**src/rtl/regfile_fwd_pkg.sv**
```systemverilog
// Shared constants for the register file with operand bypass and load-use stall.
// Default port counts, the hard-wired zero register and the stall counter width.
package regfile_fwd_pkg;

    localparam int RegFwdNum   = 2;
    localparam int RegReadNum  = 2;
    localparam int ZeroReg     = 0;
    localparam int StallCntBus = 32;

endpackage

```
**src/rtl/regfile_fwd_port.sv**
```systemverilog
// Combinational resolver for one read port: register 0, youngest-first bypass,
// write-through, then storage; raises a stall when the selected source is not ready.
module regfile_fwd_port
    import regfile_fwd_pkg::*;
#(
    parameter int DATA_W = 32,
    parameter int ADDR_W = 5,
    parameter int NFWD   = RegFwdNum
) (
    input  logic                     i_re,
    input  logic [ADDR_W-1:0]        i_raddr,
    input  logic [DATA_W-1:0]        i_entry,
    input  logic                     i_we,
    input  logic [ADDR_W-1:0]        i_waddr,
    input  logic [DATA_W-1:0]        i_wdata,
    input  logic [NFWD-1:0]          i_fwd_we,
    input  logic [NFWD*ADDR_W-1:0]   i_fwd_addr,
    input  logic [NFWD*DATA_W-1:0]   i_fwd_data,
    input  logic [NFWD-1:0]          i_fwd_rdy,
    output logic [DATA_W-1:0]        o_rdata,
    output logic                     o_stall
);

    logic              w_hit;
    logic              w_hitRdy;
    logic [DATA_W-1:0] w_fwdData;

    // Scan oldest to youngest so the youngest matching stage is the one left standing.
    always_comb begin
        w_hit     = 1'b0;
        w_hitRdy  = 1'b0;
        w_fwdData = '0;
        for (int k = NFWD - 1; k >= 0; k--) begin
            if (i_fwd_we[k] && (i_fwd_addr[k*ADDR_W +: ADDR_W] == i_raddr)) begin
                w_hit     = 1'b1;
                w_hitRdy  = i_fwd_rdy[k];
                w_fwdData = i_fwd_data[k*DATA_W +: DATA_W];
            end
        end
    end

    always_comb begin
        o_rdata = '0;
        o_stall = 1'b0;
        if (i_re && (i_raddr != ADDR_W'(ZeroReg))) begin
            if (w_hit) begin
                if (w_hitRdy) begin
                    o_rdata = w_fwdData;
                end else begin
                    o_stall = 1'b1;
                end
            end else if (i_we && (i_waddr == i_raddr)) begin
                o_rdata = i_wdata;
            end else begin
                o_rdata = i_entry;
            end
        end
    end

endmodule

```
**src/rtl/regfile_fwd.sv**
```systemverilog
// Register file with integrated bypass network: storage, write port, per-port
// resolvers, the combined stall request and a saturating stall-cycle counter.
module regfile_fwd
    import regfile_fwd_pkg::*;
#(
    parameter int DATA_W = 32,
    parameter int ADDR_W = 5,
    parameter int NREAD  = RegReadNum,
    parameter int NFWD   = RegFwdNum
) (
    input  logic                     clk,
    input  logic                     rst,
    input  logic                     we,
    input  logic [ADDR_W-1:0]        waddr,
    input  logic [DATA_W-1:0]        wdata,
    input  logic [NREAD-1:0]         re,
    input  logic [NREAD*ADDR_W-1:0]  raddr,
    output logic [NREAD*DATA_W-1:0]  rdata,
    input  logic [NFWD-1:0]          fwd_we,
    input  logic [NFWD*ADDR_W-1:0]   fwd_addr,
    input  logic [NFWD*DATA_W-1:0]   fwd_data,
    input  logic [NFWD-1:0]          fwd_rdy,
    output logic                     stall_req,
    output logic [StallCntBus-1:0]   stall_cnt
);

    localparam int NENT = 2 ** ADDR_W;

    logic [DATA_W-1:0]      r_mem [NENT];
    logic [StallCntBus-1:0] r_stallCnt;
    logic [NREAD-1:0]       w_portStall;

    // Entry 0 is never written, so it stays at its reset value of zero.
    always_ff @(posedge clk or posedge rst) begin
        if (rst) begin
            for (int e = 0; e < NENT; e++) begin
                r_mem[e] <= '0;
            end
        end else if (we && (waddr != ADDR_W'(ZeroReg))) begin
            r_mem[waddr] <= wdata;
        end
    end

    for (genvar i = 0; i < NREAD; i++) begin : g_port
        logic [DATA_W-1:0] w_rdata;

        regfile_fwd_port #(
            .DATA_W (DATA_W),
            .ADDR_W (ADDR_W),
            .NFWD   (NFWD)
        ) u_port (
            .i_re       (re[i]),
            .i_raddr    (raddr[i*ADDR_W +: ADDR_W]),
            .i_entry    (r_mem[raddr[i*ADDR_W +: ADDR_W]]),
            .i_we       (we),
            .i_waddr    (waddr),
            .i_wdata    (wdata),
            .i_fwd_we   (fwd_we),
            .i_fwd_addr (fwd_addr),
            .i_fwd_data (fwd_data),
            .i_fwd_rdy  (fwd_rdy),
            .o_rdata    (w_rdata),
            .o_stall    (w_portStall[i])
        );

        // Bypass sources are live during reset, so the outputs are forced quiet here.
        assign rdata[i*DATA_W +: DATA_W] = rst ? '0 : w_rdata;
    end

    assign stall_req = (|w_portStall) & ~rst;

    always_ff @(posedge clk or posedge rst) begin
        if (rst) begin
            r_stallCnt <= '0;
        end else if (stall_req && (r_stallCnt != '1)) begin
            r_stallCnt <= r_stallCnt + StallCntBus'(1);
        end
    end

    assign stall_cnt = r_stallCnt;

endmodule

```
**config.mk**
```make
export PLATFORM = sky130hd
export DESIGN_NAME = regfile_fwd
export DESIGN_NICKNAME = d
export VERILOG_FILES = /design/src/rtl/regfile_fwd_pkg.sv /design/src/rtl/regfile_fwd_port.sv /design/src/rtl/regfile_fwd.sv
export SDC_FILE = /design/constraint.sdc
export NUM_CORES = 2
export LEC_CHECK = 0
export BUFFER_PORTS_ARGS = -buffer_cell sky130_fd_sc_hd__buf_2
export CAP_MARGIN = 30
export CORE_MARGIN = 2
export CORE_UTILIZATION = 55
export DETAILED_ROUTE_END_ITERATION = 8
export PLACE_DENSITY = 0.72
export SLEW_MARGIN = 20
export SYNTH_ARGS = -nofsm -noshare
export SYNTH_HDL_FRONTEND = slang
export SYNTH_SLANG_ARGS = --single-unit
```
**constraint.sdc**
```tcl
create_clock -name clk -period 70.8 [get_ports clk]
set_input_delay 7.08 -clock clk [delete_from_list [all_inputs] [get_ports clk]]
set_output_delay 7.08 -clock clk [all_outputs]
set_load 0.1 [all_outputs]
```
-- Word level (Yosys, flattened, before mapping)
Cells that the tools add are included.
- bits in writable memories: 0
- bits in latches: 0
- word-level logic and storage cells: 102
- memories: 0
- input bits: 130
- ROM bits: 0
- output and inout bits: 97
- register bits after elaboration: 1056
- reduce and logical (&&, ||, !) cells: 15
- shift operators: 0
- equal/unequal tests: 7
- add/sub/neg operators: 1
- muxes and demuxes: 37
- divide/modulo/power cells: 0
- $lt $le $gt $ge: 4
- multipliers: 0
- bitwise operators: 5
- operator list (operator ; number):
    bitwise mux 1024 bit ; 1
    two-way mux 32 bit ; 19
    binary-select mux 32 bit (select 5 bit) ; 2
    demux 32 bit (select 5 bit) ; 1
    adder 32 x 1 -> 32 bit (second input constant) ; 1
    inequality test 32 bit (second input constant) ; 1
    == test 5 bit ; 6
    greater-or-equal comparator 6 bit (second input constant) ; 3
    inverter 5 -> 6 bit ; 3
    nonzero test 5 bit ; 3
    two-way mux 1 bit ; 14
    logical AND 1 bit ; 11
    less-than comparator 6 x 1 -> 1 bit (second input constant) ; 1
    OR reduction 2 bit ; 1
    AND 1 bit ; 1
    inverter 1 bit ; 1

-- Depth between registers and ports, before layout
- depth in word-level cells: 10
- depth in mapped cells: 12

-- Hierarchy
From an unflattened synthesis, not the netlist that was laid out.
- cells, all modules: 3895
- area, all modules: 59265.6 sq um
- modules (own cells, without submodules) (module ; cells each ; area an instance (sq um) ; times used):
    regfile_fwd ; 3593 ; 56085.0 ; 1
    regfile_fwd_port ; 151 ; 1590.3 ; 2

-- Worst setup path after synthesis
Ideal clock, no wire load.
- path type: input-to-output
- start point: input rst
- end point: output rdata[62]
- data arrival time: 36.685 ns
- path buffers: 0
- path slack: 27.035 ns
- stages: 3
- data required time: 63.720 ns
- path through: inv_1 nand2b_1 a2111oi_0
- longest elaborated chain between the ends: 1
- RTL lines (item ; RTL line ; text):
    start, declared ; regfile_fwd.sv:12 ; input logic rst,
    two-way mux 32 bit ; regfile_fwd.sv:67 ; assign rdata[i*DATA_W +: DATA_W] = rst ? '0 : w_rdata;
    end, declared ; regfile_fwd.sv:18 ; output logic [NREAD*DATA_W-1:0] rdata,
Every way passes these cells.

-- Final worst setup path
- start point: input raddr[5]
- end point: output rdata[45]
- longest elaborated chain between the ends: 8
- elaborated cells between the ends (all ways): 23
- RTL lines (item ; RTL line ; text):
    start, declared ; regfile_fwd.sv:17 ; input logic [NREAD*ADDR_W-1:0] raddr,
    inverter 5 -> 6 bit (not written as such) / == test 5 bit (equally long branches) ; regfile_fwd.sv:54, regfile_fwd_port.sv:34 ;
    binary-select mux 32 bit (select 5 bit) / logical AND 1 bit (equally long branches) ; regfile_fwd.sv:54, regfile_fwd_port.sv:34 ;
    two-way mux 32 bit (not written as such) (tied with other cells) (2 in series) ; regfile_fwd.sv:54 ; .i_entry (r_mem[raddr[i*ADDR_W +: ADDR_W]]),
    two-way mux 32 bit, on equally long branches ; regfile_fwd_port.sv:52, regfile_fwd_port.sv:47 ;
    two-way mux 32 bit ; regfile_fwd_port.sv:46 ; if (w_hit) begin
    two-way mux 32 bit (*) ; regfile_fwd_port.sv:45 ; if (i_re && (i_raddr != ADDR_W'(ZeroReg))) begin
    two-way mux 32 bit (*) ; regfile_fwd.sv:67 ;
Mark *: on every way between the ends. The rest lies on a longest branch, timed or not. The select of a mux whose other input is x is not followed.

==> flow_metrics.env <==
export IMPL_gp_congestion=0.881
export IMPL_grt_pass1_vias=43600
export IMPL_setup_violations=0
export IMPL_synth_edf_count=0
export IMPL_root_buffer="clkbuf_16"
export IMPL_hold_viol=0
export IMPL_dp_hpwl_um=109000
export IMPL_wl_per_cell_um=31.8
export IMPL_placed_cells=5915
export IMPL_grt_start_max_net_pins=107
export IMPL_post_cts_buffers=0
export IMPL_timing_final_crit_share=0.277
export IMPL_routed_via_density=7.08
export IMPL_clock_fmax_ghz=0.0510
export IMPL_power_leakage_uw=0.0291
export IMPL_cts_resized=0
export IMPL_path_max_fanout=50
export IMPL_register_area_um2=26400
export IMPL_overflow=0
export IMPL_synth_warnings=0
export IMPL_grt_pass1_wl_um=289000
export IMPL_worstPathArrival_ns=12.53
export IMPL_crit_chain="buf_8, buf_4, buf_4, buf_4, buf_4, mux2i_1, a22oi_1, a22oi_1, a21oi_1, nor2_1, a21oi_1, nor2_1, a2111oi_0, buf_2"
export IMPL_routed_wl_um=195000
export IMPL_power_frac_clock=0.346
export IMPL_synth_ff_type="dfrtp_1"
export IMPL_cts_buffers_inserted=111
export IMPL_first_pass_iters=6
export IMPL_die_h_um=332
export IMPL_syn_nets=4821
export IMPL_ys_seq_elements=1056
export IMPL_final_cells=6137
export IMPL_drv_slew=0
export IMPL_start_util=0.553
export IMPL_slowest_delay_ns=0.83
export IMPL_num_vias=43400
export IMPL_critPathBufInv=6
export IMPL_finalPower_uw=1810
export IMPL_postRouteAntennaNets=0
export IMPL_drt_iter0_markers=5194
export IMPL_max_cap_violations=0
export IMPL_peakVddDrop_mv=0.0210
export IMPL_synth_cell_types=48
export IMPL_worstMarginPinSlew_ns=1.09
export IMPL_die_x_um=332
export IMPL_grt_usage=0.351
export IMPL_tns_ns=0
export IMPL_antenna_found_initial=8
export IMPL_syn_cell_area_um2=59100
export IMPL_synth_cells=4690
export IMPL_htreeDepth=3
export IMPL_layout_nets=4766
export IMPL_status="finished, final reports clean"
export IMPL_placed_area_um2=61100
export IMPL_clk_latency_ns=0.71
export IMPL_cts_buffer_depth=3
export IMPL_cp_required_ns=63.72
export IMPL_coreArea_um2=107000
export IMPL_layout_drive_gt1_share=0.398
export IMPL_p_sw_uw=529
export IMPL_ys_async_sr_fraction=1.00
export IMPL_slew_headroom=0.273
export IMPL_sw_frac_of_total=0.292
export IMPL_io_pins=227
export IMPL_clock_sinks=1056
export IMPL_nFillCells=8218
export IMPL_start_kind="primary input"
export IMPL_io_buffer_count=226
export IMPL_route_detailed_drc=0
export IMPL_finalCriticalPeriod_ns=19.61
export IMPL_die_area_um2=110000
export IMPL_area_growth_pct=10.4
export IMPL_ys_seq_area_frac=0.447
export IMPL_hold_path_class="register to register"
export IMPL_rsz0062_at_grt="false"
export IMPL_p_int_uw=1280
export IMPL_path_delay_family="buffers and inverters"
export IMPL_final_area_um2=65200
export IMPL_skew_ns=0.00614
export IMPL_ctsHoldBuffers=0
export IMPL_critPathKind="primary input to output port"
export IMPL_cts_tree="yes"
export IMPL_rows=120
export IMPL_multi_input_area_um2=30800
export IMPL_sequentialPowerShare=0.442
export IMPL_synth_avg_cell_area_um2=12.6
export IMPL_cts_reportedPaths_clkPinSlew_ns=0.06
export IMPL_endpoint_kind="output port"
export IMPL_cpMostUsedCell="buf_4"
export IMPL_critPathSlowestCell="buf_4"
export IMPL_powerDensity_nw_per_um2=27.8
export IMPL_power_share_combinational=0.212
-- final timing paths --
kind / start / to / slack [ns] / cells after the start
setup / recovery: raddr[5] / rdata[45] / 51.19 / 14
hold / removal: r_mem[1014] / r_mem[1014] / 0.40 / 0
setup reg to reg: stall_cnt[14] / stall_cnt[1] / 68.22 / 7
hold reg to reg: r_mem[1014] / r_mem[1014] / 0.40 / 0
max in group asynchronous: rst / r_mem[732] / 60.17 / 9
min in group asynchronous: rst / r_mem[493] / 6.67 / 2
-- cell usage after synthesis (35+ instances only) --
cell type,instances,area share
dfrtp_1,1056,0.45
mux2_2,1024,0.20
mux2i_1,470,0.080
clkbuf_1,326,0.021
a22oi_1,325,0.041
mux4_2,268,0.10
nand3_1,238,0.020
nor2_1,183,0.012
a21oi_1,99,0.0084
nand2_1,92,0.0058
o21ai_0,86,0.0073
buf_2,82,0.0069
nand4_1,62,0.0066
buf_1,60,0.0038
and2_1,38,0.0040
buf_4,37,0.0047
xnor2_1,35,0.0052
-- stage by stage --
stage	utilization	worst slack (ns)	hold WS, ns
after CTS	0.609	51.20	0.403
after global placement	0.571	51.24	0.384
after global routing	0.611	50.81	0.410
final	0.611	51.19	0.402
after detailed placement	0.572	51.20	0.388
after floorplan	-	27.03	0.449
-- state kept, by name, indices dropped and copies added (netlist names) --
signal	count
stall_cnt	32
r_mem	1024
-- power by group through the flow --
stage | clock [µW] | combinational (µW) | sequential [µW]
2_1_floorplan | 0 | 301 | 784
3_3_place_gp | 0 | 367 | 799
3_5_place_dp | 0 | 377 | 806
4_1_cts | 631 | 379 | 796
5_1_grt | 655 | 409 | 813
6_report | 628 | 383 | 801
-- layer usage --
metal  vias to the layer above  routed length [µm]  GRT usage
met3                       547               22300     0.0936
met2                      2632               86300      0.530
met1                     22600               77700      0.482
li1                      17700                   -          -
met4                         5                8830      0.147
met5                         -                 113    0.00347
-- logic make-up (layout without fill, tap and decap cells) --
logic type	count (synthesis)	after routing	synth area share
DFF	1056	1056	0.447
AOI/OAI and AO/OA	620	620	0.0726
adders and majority gates	1	1	0.000212
other	0	5	0
muxes	1762	1762	0.377
xor gates and xnor gates	61	61	0.00904
and+or+nand+nor	675	675	0.0564
buffers and inverters	515	554	0.0376
-- final cells by class --
| type | count | share of cell area |
|---|---|---|
| diodes | 5 | 0.000192 |
| clock buffers | 164 | 0.0501 |
| clock inverters | 43 | 0.00980 |
| inverters | 4 | 0.000345 |
| multi-input cells | 3119 | 0.472 |
| flip-flops and latches | 1056 | 0.405 |
| well taps | 1403 | 0.0269 |
| repair buffers | 343 | 0.0358 |
-- placed cells by master (no fill, tap or decap), types with 28 or more instances in the layout --
master	instances
a22oi_1	325
nand2_1	76
mux4_2	268
mux2_2	1024
nand3_1	234
buf_2	222
a21oi_1	99
a2111oi_0	32
mux2i_1	470
clkbuf_16	112
and2_1	35
clkbuf_8	28
o21ai_0	86
nor2_1	162
a221oi_1	33
xnor2_1	35
buf_4	99
dfrtp_1	1056
nand4_1	62
-- worst register-to-register path, delay by kind of cell, from the launching register on --
kind	cells	cell delay, ns
simple gates	6	1.69
flops	1	0.44
mux	1	0.32
Power figures use the tool's default switching activity.
